[config.mk]
export PLATFORM = sky130hd
export DESIGN_NAME = mul_iter
export DESIGN_NICKNAME = d
export VERILOG_FILES = /design/src/rtl/mul_pkg.sv /design/src/rtl/mul_pp_sum.sv /design/src/rtl/mul_iter.sv
export SDC_FILE = /design/constraint.sdc
export NUM_CORES = 1
export LEC_CHECK = 0
export BUFFER_PORTS_ARGS = -buffer_cell sky130_fd_sc_hd__buf_2
export CAP_MARGIN = 20
export CORE_ASPECT_RATIO = 0.75
export CORE_MARGIN = 5
export CORE_UTILIZATION = 32
export DETAILED_ROUTE_END_ITERATION = 10
export SLEW_MARGIN = 15
export SYNTH_ARGS = -nofsm -noshare
export SYNTH_HDL_FRONTEND = slang
export SYNTH_SLANG_ARGS = --single-unit
export TNS_END_PERCENT = 50
[constraint.sdc]
create_clock -name clk -period 10.23 [get_ports clk]
set_clock_uncertainty 0.15 [all_clocks]
set_input_delay 0.5115 -clock clk [delete_from_list [all_inputs] [get_ports clk]]
set_output_delay 0.5115 -clock clk [all_outputs]
set_load 0.01 [all_outputs]
[src/rtl/mul_pkg.sv]
// Shared definitions for the iterative multiplier: FSM state encoding,
// accumulate-op codes and a wide zero constant.
package mul_pkg;

    typedef enum logic [1:0] {
        StIdle = 2'd0,
        StOn   = 2'd1,
        StFix  = 2'd2,
        StEnd  = 2'd3
    } mul_state_e;

    localparam logic [1:0] ACC_NONE = 2'b00;
    localparam logic [1:0] ACC_MADD = 2'b01;
    localparam logic [1:0] ACC_MSUB = 2'b10;

    // Wide enough for any supported 2*WIDTH result; users slice the low bits.
    localparam int unsigned MAX_DWORD_BITS = 256;
    localparam logic [MAX_DWORD_BITS-1:0] ZERO_DWORD = '0;

endpackage

[src/rtl/mul_pp_sum.sv]
// Combinational partial-product adder: sums RADIX_BITS shifted copies of the
// multiplicand selected by the low multiplier bits.
module mul_pp_sum #(
    parameter int unsigned WIDTH      = 32,
    parameter int unsigned RADIX_BITS = 2
) (
    input  logic [2*WIDTH-1:0]    mcand,
    input  logic [RADIX_BITS-1:0] mplier_bits,
    output logic [2*WIDTH-1:0]    pp_sum
);

    always_comb begin
        pp_sum = '0;
        for (int j = 0; j < RADIX_BITS; j++) begin
            if (mplier_bits[j]) begin
                pp_sum = pp_sum + (mcand << j);
            end
        end
    end

endmodule

[src/rtl/mul_iter.sv]
// Iterative shift-add multiplier with madd/msub, retiring RADIX_BITS bits per cycle.
// Optional MUL_EARLY_EXIT_EN: leave the ON loop once the remaining multiplier bits are zero.
module mul_iter
    import mul_pkg::*;
#(
    parameter int unsigned WIDTH      = 32,
    parameter int unsigned RADIX_BITS = 2
) (
    input  logic                 clk,
    input  logic                 resetn,
    input  logic [WIDTH-1:0]     opdata1_i,
    input  logic [WIDTH-1:0]     opdata2_i,
    input  logic                 signed_mul_i,
    input  logic [1:0]           acc_op_i,
    input  logic [2*WIDTH-1:0]   acc_i,
    input  logic                 start_i,
    input  logic                 annul_i,
    output logic [2*WIDTH-1:0]   result_o,
    output logic                 ready_o,
    output logic                 busy_o
);

    localparam int unsigned N  = WIDTH / RADIX_BITS;
    localparam int unsigned DW = 2 * WIDTH;
    localparam int unsigned CW = $clog2(N + 1);
    localparam logic [CW-1:0] CNT_DONE = CW'(N);
    localparam logic [DW-1:0] ZERO = ZERO_DWORD[DW-1:0];

    if (WIDTH % RADIX_BITS != 0) begin : g_bad_radix
        $error("mul_iter: RADIX_BITS must divide WIDTH");
    end

    mul_state_e      state_q;
    logic [DW-1:0]   mcand_q;
    logic [WIDTH-1:0] mplier_q;
    logic [DW-1:0]   prod_q;
    logic [DW-1:0]   acc_q;
    logic [1:0]      acc_op_q;
    logic [CW-1:0]   cnt_q;
    logic            neg_q;

    logic            sign1, sign2;
    logic [WIDTH-1:0] mag1, mag2;
    logic [DW-1:0]   pp_sum;
    logic [DW-1:0]   prod_signed;
    logic [DW-1:0]   fix_value;
    logic            on_done;

    // Magnitude of the most negative value wraps to itself, which is the correct unsigned value.
    always_comb begin
        sign1 = signed_mul_i & opdata1_i[WIDTH-1];
        sign2 = signed_mul_i & opdata2_i[WIDTH-1];
        mag1  = sign1 ? -opdata1_i : opdata1_i;
        mag2  = sign2 ? -opdata2_i : opdata2_i;
    end

    always_comb begin
        prod_signed = neg_q ? -prod_q : prod_q;
        unique case (acc_op_q)
            ACC_MADD: fix_value = acc_q + prod_signed;
            ACC_MSUB: fix_value = acc_q - prod_signed;
            default:  fix_value = prod_signed;
        endcase
    end

`ifdef MUL_EARLY_EXIT_EN
    assign on_done = (cnt_q == CNT_DONE) || (mplier_q == '0);
`else
    assign on_done = (cnt_q == CNT_DONE);
`endif

    mul_pp_sum #(
        .WIDTH      (WIDTH),
        .RADIX_BITS (RADIX_BITS)
    ) u_pp_sum (
        .mcand       (mcand_q),
        .mplier_bits (mplier_q[RADIX_BITS-1:0]),
        .pp_sum      (pp_sum)
    );

    always_ff @(posedge clk) begin
        if (!resetn) begin
            state_q  <= StIdle;
            result_o <= ZERO;
            ready_o  <= 1'b0;
            busy_o   <= 1'b0;
        end else begin
            unique case (state_q)
                StIdle: begin
                    ready_o  <= 1'b0;
                    result_o <= ZERO;
                    if (start_i && !annul_i) begin
                        mcand_q  <= {{WIDTH{1'b0}}, mag1};
                        mplier_q <= mag2;
                        neg_q    <= sign1 ^ sign2;
                        acc_q    <= acc_i;
                        acc_op_q <= acc_op_i;
                        prod_q   <= ZERO;
                        cnt_q    <= '0;
                        busy_o   <= 1'b1;
                        state_q  <= StOn;
                    end
                end
                StOn: begin
                    if (annul_i) begin
                        busy_o  <= 1'b0;
                        state_q <= StIdle;
                    end else if (on_done) begin
                        state_q <= StFix;
                    end else begin
                        prod_q   <= prod_q + pp_sum;
                        mcand_q  <= mcand_q << RADIX_BITS;
                        mplier_q <= mplier_q >> RADIX_BITS;
                        cnt_q    <= cnt_q + 1'b1;
                    end
                end
                StFix: begin
                    busy_o <= 1'b0;
                    if (annul_i) begin
                        state_q <= StIdle;
                    end else begin
                        prod_q  <= fix_value;
                        state_q <= StEnd;
                    end
                end
                StEnd: begin
                    // Result is held for as long as the caller keeps start_i high.
                    if (!start_i) begin
                        ready_o  <= 1'b0;
                        result_o <= ZERO;
                        state_q  <= StIdle;
                    end else begin
                        ready_o  <= 1'b1;
                        result_o <= prod_q;
                    end
                end
                default: state_q <= StIdle;
            endcase
        end
    end

endmodule

==> impl_metrics.json, run 1 <==
{
  "leakagePower_nw": 12.3,
  "die_x_um": 351,
  "seq_area_sq_um": 8330,
  "ff2ff_setup_slack_ns": 2.36,
  "start_util": 0.324,
  "hold_path.class": "input pin to flop",
  "rows": 93,
  "fill_cells": 8911,
  "critPathKind": "flop to flop",
  "hold_path_depth": 3,
  "switching_share": 0.374,
  "antenna_found_initial": 3,
  "syn-cell-area_sq_um": 27900,
  "antenna_left": 0,
  "drv_cap": 0,
  "slew_headroom": 0.304,
  "p_switching_mw": 1.76,
  "synthFlopType": "edfxtp_1",
  "cts_made_buffers": 36,
  "grt_pass1_vias": 23847,
  "fin_crit_ns": 7.87,
  "async_reset_ff_frac": 0,
  "drt_iter0_markers": 2144,
  "internal_power_mw": 2.95,
  "clk_pin_slew_worst_paths_ns": 0.06,
  "pwr-share-clk": 0.283,
  "die_area_sq_um": 93100,
  "final-max-slew-violation-count": 0,
  "worst-r2r-cell-count": 24,
  "wl_per_cell_um": 18.9,
  "setup_viol": 0,
  "cts_resized": 0,
  "peakVddDrop_mv": 0.101,
  "synth.top_cell.area_share": 0.250,
  "clock-sinks": 300,
  "avgSynthCellArea_sq_um": 8.61,
  "cp.required_ns": 10.41,
  "vias_per_cell": 5.49,
  "cts_htree_levels": 2,
  "cts_tree": "done",
  "max_freq_mhz": 127,
  "ys_ff_latch": 300,
  "multi_input_area_sq_um": 18600,
  "worstSetupEndpointType": "flop",
  "grt_start_max_net_pins": 93,
  "crit_arrival_ns": 8.05,
  "io_buffer_count": 200,
  "setup_tns_ns": 0,
  "worst_setup_path_start_kind": "flop",
  "io_pins": 201,
  "grt_overflow": 0,
  "whs_endpoint": "mplier_q[30]$_SDFFCE_PP0P_",
  "yosys.area.top_type": "edfxtp_1",
  "via_count": 25062,
  "rsz0062_at_grt": "false",
  "yosysSeqAreaShare": 0.299,
  "reg2reg_from": "prod_q[1]$_DFFE_PP_",
  "finalHoldViolCount": 0,
  "hold_buffers": 66,
  "r2r-end": "prod_q[62]$_DFFE_PP_",
  "p_comb_frac": 0.394,
  "hp-start": "opdata2_i[30]",
  "worst_pin_slew_ns": 1.04,
  "status": "completed",
  "die_y_um": 266,
  "period_share": 0.769,
  "netlist_instances": 3235,
  "grt_pass1_wl_um": 134000,
  "cts_setup_buffers": 0,
  "yosys_warnings": 0,
  "clock_latency_ns": 0.59,
  "drive_gt1_frac": 0.112,
  "grt_use_total": 0.179,
  "crit_start": "prod_q[1]$_DFFE_PP_",
  "wl_um": 86400,
  "cp_max_fo": 9,
  "drc_errors": 0,
  "ys_types": 99,
  "dp_hpwl_um": 66000,
  "area_growth_pct": 13.4,
  "cts_root_buffer": "clkbuf_16",
  "nNetsFinal": 3731,
  "power.density_nw_per_um2": 149,
  "synth_edf_count": 232,
  "p_total_mw": 4.70,
  "gp_congestion": 0.931,
  "final_cell_mix": "nand2_1, a21oi_1, nor2_1",
  "synthTopCellsByArea": "edfxtp_1, ha_1, xnor2_1",
  "pwr-share-seq": 0.323,
  "synthesis.nets": 3572,
  "core-area_sq_um": 86100,
  "clockBufferDepth": 3,
  "drtPass1Iterations": 5
}
-- through the flow --
stage / util / worst slack (ns) / cells / instance area [sq um] / hold slack (ns)
4_1_cts: 0.367 / 2.56 / 4561 / 31600 / 0.114
3_5_place_dp: 0.345 / 2.56 / 4429 / 29700 / 0.329
3_3_place_gp: 0.345 / 2.85 / 4429 / 29700 / 0.313
6_report: 0.367 / 2.36 / 4565 / 31600 / 0.151
5_1_grt: 0.367 / 1.89 / 4564 / 31600 / 0.165
2_1_floorplan: - / 3.64 / 3235 / 27900 / 0.350
-- final cells by class --
class	instances	share of cell area
diodes	3	0.000238
clock buffers	56	0.0348
clock inverters	10	0.00257
inverters	71	0.00844
multi-input cells	2700	0.588
flip-flops and latches	300	0.264
well taps	1140	0.0452
repair buffers	285	0.0571
-- logic make-up after synthesis --
family,synth area share
simple gates,0.191
compound gates,0.237
xor+xnor,0.113
flops,0.299
buf+inv,0.0365
fa+ha+maj,0.0915
mux,0.0318
-- cell usage after synthesis (all sizes together) (17+ instances only) --
cell type / number
a21oi: 257
nand2: 257
nor2: 242
edfxtp: 232
o21ai: 225
xnor2: 206
ha: 199
xor2: 152
clkbuf: 140
and2: 122
a21o: 112
a22oi: 93
inv: 71
dfxtp: 68
nor2b: 63
mux2: 60
nor3: 58
nand3: 57
nand2b: 48
a31oi: 43
and3: 42
nand4: 35
nor4: 27
o21a: 27
o31ai: 27
a211oi: 26
buf: 23
o21bai: 23
o41ai: 22
mux2i: 21
a21boi: 20
o211ai: 20
or4: 19
or3: 17
-- critical path, cell delays in order (launching register included) --
cell and delay [ns]:
edfxtp_1 0.52, inv_1 0.18, ha_1 0.34, nor4b_1 0.70, nand4_1 0.49, o41ai_1 0.44, xor2_1 0.34, nand2b_1 0.10
or4b_4 0.51, nor3_1 0.52, a21oi_1 0.16, xnor2_1 0.16, ha_1 0.36, a21o_1 0.20, a21o_1 0.17, a21oi_1 0.19
nand2b_1 0.13, o211ai_1 0.11, a2111oi_0 0.41, o31a_1 0.32, o31a_1 0.34, nor4_1 0.09, a211oi_1 0.25, o221ai_1 0.17
a211o_1 0.25
-- how the worst max path moves through the flow --
stage	slack, ns	endpoint
after floorplan	3.64	prod_q[51]$_DFFE_PP_
after global placement	2.85	prod_q[62]$_DFFE_PP_
after detailed placement	2.56	prod_q[62]$_DFFE_PP_
after CTS	2.56	prod_q[62]$_DFFE_PP_
after global routing	1.89	prod_q[60]$_DFFE_PP_
final	2.36	prod_q[62]$_DFFE_PP_
-- power groups by stage --
stage | clock, mW | combinational (mW) | sequential, mW
finish | 1.33 | 1.85 | 1.52
global route | 1.41 | 2.05 | 1.53
CTS | 1.37 | 1.85 | 1.52
detailed placement | 0 | 1.81 | 1.54
global placement | 0 | 1.80 | 1.54
floorplan | 0 | 1.41 | 1.49
-- sequential cells by signal, summed over array words and instances, names as in the netlist --
name / cells
busy_o: 1
cnt_q: 5
prod_q: 64
mplier_q: 32
neg_q: 1
mcand_q: 64
acc_q: 64
result_o: 64
ready_o: 1
state_q: 2
acc_op_q: 2
-- per-layer routing --
metal  wire length [um]  global-route usage  vias to the layer above
met3               6320              0.0355                       91
li1                   -                   -                    12364
met5                 16                   0                        -
met4               1550              0.0376                        2
met2              37300               0.276                      766
met1              41300               0.259                    11839
Note: power is estimated with default switching activity, not from simulation.
==> inputs of run 2 (changes only) <==
Clock period 10.23 ns to 7.6 ns, I/O delays scaled along.
==> run 2 against run 1 <==
  * Design area increased by 1.0%
  * Worst hold slack got worse by 0.11 ns
  * Global-route usage rose by 0.11 points
  * Setup slack lost 2.0 ns
  * Sequential power is 34% higher
  * Non-clock buffer count is 26 higher
  * Combinational power grew 36%
==> impl_metrics.json, run 2 (synthesis gave the netlist of run 1 again) <==
{
  "final_cell_mix": "nand2_1, a21oi_1, nor2_1",
  "clock-sinks": 300,
  "instances_no_fill": 4589,
  "finalHoldViolCount": 0,
  "vias_per_cell": 5.51,
  "seq_area_sq_um": 8330,
  "setup_tns_ns": 0,
  "max_freq_mhz": 139,
  "cts_setup_buffers": 0,
  "leakagePower_nw": 12.5,
  "cts_root_buffer": "clkbuf_16",
  "rows": 93,
  "clockBufferDepth": 3,
  "multi_input_area_sq_um": 18600,
  "grt_start_max_net_pins": 86,
  "nNetsFinal": 3757,
  "cts_htree_levels": 2,
  "die_x_um": 351,
  "grt_pass1_vias": 23598,
  "worst_setup_path_start_kind": "flop",
  "antenna_found_initial": 5,
  "drc_errors": 0,
  "worst_pin_slew_ns": 1.02,
  "fin_crit_ns": 7.21,
  "final_cell_area_sq_um": 31900,
  "cp.required_ns": 7.79,
  "peakVddDrop_mv": 0.184,
  "slew_headroom": 0.317,
  "grt_pass1_wl_um": 134000,
  "start_util": 0.324,
  "slowest_delay_ns": 0.61,
  "via_count": 25271,
  "cpMaxStageDelayCell": "or4_4",
  "cp_max_fo": 9,
  "drt_iter0_markers": 2337,
  "power.density_nw_per_um2": 203,
  "io_pins": 201,
  "crit_arrival_ns": 7.40,
  "status": "completed",
  "wl_um": 87300,
  "drtPass1Iterations": 5,
  "dp_slack_ns": 0.388,
  "rsz0062_at_grt": "false",
  "hold_path.class": "input pin to flop",
  "critPathKind": "flop to flop",
  "wl_per_cell_um": 19.0,
  "worstSetupEndpointType": "flop",
  "fill_cells": 8842,
  "drv_cap": 0,
  "die_y_um": 266,
  "ff2ff_setup_slack_ns": 0.39,
  "io_buffer_count": 200,
  "path_delay_family": "compound AO/OA/AOI/OAI gates",
  "final-max-slew-violation-count": 0,
  "gp_congestion": 0.927,
  "core-area_sq_um": 86100,
  "critPathBufInv": 2,
  "clock_latency_ns": 0.59,
  "clk_pin_slew_worst_paths_ns": 0.06,
  "cts_made_buffers": 36,
  "place_inst": 4455,
  "die_area_sq_um": 93100,
  "grt_overflow": 0,
  "area_growth_pct": 14.5,
  "final.setup.worst_slack_ns": 0.389,
  "drive_gt1_frac": 0.123,
  "dp_hpwl_um": 67000,
  "post_dp_cell_area_sq_um": 29900,
  "setup_viol": 0,
  "grt_use_total": 0.180,
  "p_total_mw": 6.47,
  "antenna_left": 0,
  "period_share": 0.949,
  "cts_tree": "done"
}
## run 2: changes by cell type in the layout (fill, tap and decap cells not counted), moves of 4 or more
cell       previous run  this run
buf_4                18        44
clkbuf_1             11         1
clkbuf_16            39        43
clkinv_2              0         5
## run 2: stage by stage
step                hold slack [ns]  utilization
finish                       0.0450        0.371
global route                 0.0628        0.371
CTS                          0.0218        0.370
global placement              0.317        0.348
floorplan                     0.329            -
detailed placement            0.326        0.348
## run 2: worst register-to-register path, delay by kind of cell (launching register included)
| kind | cells | cell delay, ns |
|---|---|---|
| adder cells (fa/ha/maj) | 2 | 0.64 |
| flip-flops | 1 | 0.52 |
| AND/OR/NAND/NOR | 7 | 2.31 |
| AO/OA/AOI/OAI | 12 | 2.56 |
| buffers and inverters | 2 | 0.35 |
| XOR/XNOR | 2 | 0.47 |
## run 2: what timing repair did
action	CTS	global route
resized for setup	0	7
setup endpoints to repair	0	15
hold endpoints to repair	67	0
hold buffers	67	0
## run 2: final cells by class
class | instances | share of cell area
multi-input combinational | 2700 | 0.583
clock buffer | 49 | 0.0357
clock inverter | 17 | 0.00471
antenna | 1 | 0.0000784
tap | 1140 | 0.0447
timing repair buffer | 311 | 0.0627
inverter | 71 | 0.00835
sequential | 300 | 0.261
## run 2: worst paths after layout
kind,from,to,depth (start not counted)
worst max register to register,prod_q[1]$_DFFE_PP_,prod_q[62]$_DFFE_PP_,25
worst min-delay path,opdata2_i[30],mplier_q[30]$_SDFFCE_PP0P_,3
worst max-delay path,prod_q[1]$_DFFE_PP_,prod_q[62]$_DFFE_PP_,25
worst min register to register,ready_o$_SDFFE_PN0P_,ready_o$_SDFFE_PN0P_,2
## run 2: layer usage
metal  wire length [um]  vias to the layer above  track usage  part of all wire
li1                   -                    12404            -                 -
met1              41300                    11939        0.263              0.47
met2              37600                      854        0.275              0.43
met3               7210                       74       0.0402             0.083
met4               1220                        0       0.0297             0.014
met5                  0                        -            0                 0
## run 2: report_power, final
part | leakage [nW] | total [mW] | internal, mW | switching (mW)
Clock | 0.644 | 1.91 | 1.13 | 0.787
Sequential | 2.71 | 2.04 | 1.90 | 0.132
Combinational | 9.18 | 2.52 | 1.04 | 1.48
==> inputs of run 3 (changes only) <==
Settings changed: CORE_UTILIZATION 32 to 60, PLACE_DENSITY set to 0.79, SYNTH_HIERARCHICAL set to 1.
==> run 3 against run 2 <==
  * Core utilization is 30 points higher
  * Synthesized area is 2.3% higher
  * Sequential power hardly changed
  * Flip-flop and latch count stayed put
  * Critical path type unchanged
  * Sequential share of layout area is 0.29 points higher
  * Power is 2.1% lower
  * Global-route usage is 14 points higher
  * Design area is 1.1% lower
  * Die area is 44% lower
  * Register-to-register slack better by 0.17 ns
  * Largest power group unchanged
  * Setup slack better by 0.17 ns
==> impl_metrics.json, run 3 <==
{
  "status": "completed",
  "max_freq_mhz": 142,
  "synthTopCellsByArea": "edfxtp_1, ha_1, xnor2_1",
  "setup_viol": 0,
  "die_y_um": 199,
  "antenna_left": 0,
  "gp_congestion": 0.954,
  "mostFrequentLayoutCell": "nand2_1",
  "leakagePower_nw": 12.8,
  "die_x_um": 262,
  "peakVddDrop_mv": 0.191,
  "cts_tree": "done",
  "netlist_instances": 3332,
  "yosys_warnings": 6,
  "syn-cell-area_sq_um": 28500,
  "synthesis.nets": 3668,
  "cts_setup_buffers": 0,
  "cp_max_fo": 10,
  "clock-sinks": 300,
  "grt_use_total": 0.319,
  "rows": 69,
  "worst_pin_slew_ns": 1.28,
  "core-area_sq_um": 47100,
  "grt_pass1_vias": 25171,
  "synthFlopType": "edfxtp_1",
  "path_delay_family": "compound AO/OA/AOI/OAI gates",
  "setup_tns_ns": 0,
  "final-max-slew-violation-count": 0,
  "period_share": 0.926,
  "critPathKind": "flop to flop",
  "cts_made_buffers": 34,
  "fill_cells": 3910,
  "critPathBufInv": 1,
  "drc_errors": 0,
  "crit_chain": "or4_1, nor3_1, nand4b_1, nor3_1, o2111ai_1, a2111oi_4, nand2_1, nor2_1, a31oi_1, xor2_1, ha_1, nand4_1, a2111oi_2, buf_4, o21ai_0, o21ai_0, a21oi_1, a31o_2, o31a_1, a21oi_1, xnor2_1, o21a_1, o32ai_2",
  "ys_ff_latch": 300,
  "crit_arrival_ns": 7.27,
  "hold_path.class": "input pin to flop",
  "rsz0062_at_grt": "false",
  "dp_hpwl_um": 65400,
  "cts_htree_levels": 2,
  "yosysSeqAreaShare": 0.292,
  "cpMaxStageDelayCell": "or4_1",
  "start_util": 0.605,
  "antenna_cells": 0,
  "synth.top_cell.area_share": 0.244,
  "antenna_found_initial": 0,
  "via_count": 26546,
  "clockBufferDepth": 3,
  "post_dp_cell_area_sq_um": 29800,
  "final_cell_mix": "nand2_1, a21oi_1, nor2_1",
  "wl_per_cell_um": 20.9,
  "drt_iter0_markers": 2838,
  "cp.required_ns": 7.84,
  "yosys.area.top_type": "edfxtp_1",
  "clock_latency_ns": 0.55,
  "grt_overflow": 0,
  "fin_crit_ns": 7.04,
  "p_total_mw": 6.33,
  "drv_cap": 0,
  "finalHoldViolCount": 0,
  "area_growth_pct": 10.7,
  "die_area_sq_um": 52000,
  "place_inst": 4007,
  "whs_ns": 0.0823,
  "slew_headroom": 0.139,
  "synth_edf_count": 232,
  "cts_root_buffer": "clkbuf_16",
  "avgSynthCellArea_sq_um": 8.55,
  "worst_setup_path_start_kind": "flop",
  "grt_pass1_wl_um": 135000,
  "io_pins": 201,
  "ys_types": 115,
  "multi_input_area_sq_um": 19200,
  "io_buffer_count": 200,
  "async_reset_ff_frac": 0,
  "drive_gt1_frac": 0.119,
  "synth_common_cells": "nand2_1, a21oi_1, nor2_1",
  "wl_um": 86400,
  "instances_no_fill": 4133,
  "grt_start_max_net_pins": 158,
  "ff2ff_setup_slack_ns": 0.56,
  "worstSetupEndpointType": "flop",
  "final_cell_area_sq_um": 31600,
  "yosysMostFrequentCell": "nand2_1",
  "power.density_nw_per_um2": 201,
  "seq_area_sq_um": 8330,
  "slowest_delay_ns": 0.73,
  "drtPass1Iterations": 7,
  "vias_per_cell": 6.42,
  "nNetsFinal": 3806,
  "clk_pin_slew_worst_paths_ns": 0.06
}
[run 3: cell count changes in the layout (fill, tap and decap cells not counted), moves of 14 or more]
cell      previous run  this run
a21boi_0            20         6
a21o_1             112       135
a21oi_1            257       272
nand2_1            257       281
nand2b_1            48        34
nand4_1             34        52
o21ai_0            222       191
o21bai_1            23        43
[run 3: routing by layer]
metal  wire, um  global-route usage  vias to the layer above
li1           -                   -                    12652
met1      36600               0.429                    12597
met2      40100               0.529                     1096
met3       6600              0.0482                      201
met4       3010               0.107                        0
met5          0                   0                        -
[run 3: tightest hold or removal path: stages]
cell and delay, ns:
buf_2 0.09, xor2_1 0.06, o21ai_0 0.13
[run 3: final cells by class]
| type | count | area share |
|---|---|---|
| Sequential cell | 300 | 0.264 |
| Clock inverter | 12 | 0.00325 |
| Clock buffer | 48 | 0.0306 |
| Tap cell | 639 | 0.0253 |
| Inverter | 73 | 0.00868 |
| Timing Repair Buffer | 298 | 0.0607 |
| Multi-Input combinational cell | 2763 | 0.608 |
[run 3: repair_timing]
action / 4_1_cts / 5_1_grt
endpoints found under the setup margin: 0 / 3
hold buffers: 66 / 0
endpoints found under the hold margin: 66 / 0
gates resized for setup: 0 / 2
[run 3: worst paths after layout]
| kind | startpoint | end | cells past startpoint |
|---|---|---|---|
| worst max register to register | prod_q[8]$_DFFE_PP_ | prod_q[63]$_DFFE_PP_ | 23 |
| worst min-delay path | opdata2_i[21] | mplier_q[21]$_DFFE_PP_ | 3 |
| worst min register to register | ready_o$_SDFFE_PN0P_ | ready_o$_SDFFE_PN0P_ | 2 |
| worst max-delay path | prod_q[8]$_DFFE_PP_ | prod_q[63]$_DFFE_PP_ | 23 |
[run 3: per-stage QoR]
| stage | util | worst slack (ns) |
|---|---|---|
| after floorplan | - | 1.32 |
| after global placement | 0.633 | 0.690 |
| after detailed placement | 0.633 | 0.498 |
| after CTS | 0.669 | 0.424 |
| after global routing | 0.669 | 0.0657 |
| final | 0.669 | 0.561 |
[run 3: where the power goes]
group / internal, mW / total (mW) / leakage (nW) / switching, mW
registers: 1.91 / 2.03 / 2.71 / 0.128
clock network: 0.926 / 1.63 / 0.516 / 0.709
logic: 1.06 / 2.67 / 9.53 / 1.60
[run 3: kinds of logic after synthesis]
group / share of synthesized area
AOI/OAI and AO/OA: 0.246
and+or+nand+nor: 0.193
adders and majority gates: 0.0890
muxes: 0.0310
xor gates and xnor gates: 0.112
buffers and inverters: 0.0377
DFF: 0.292
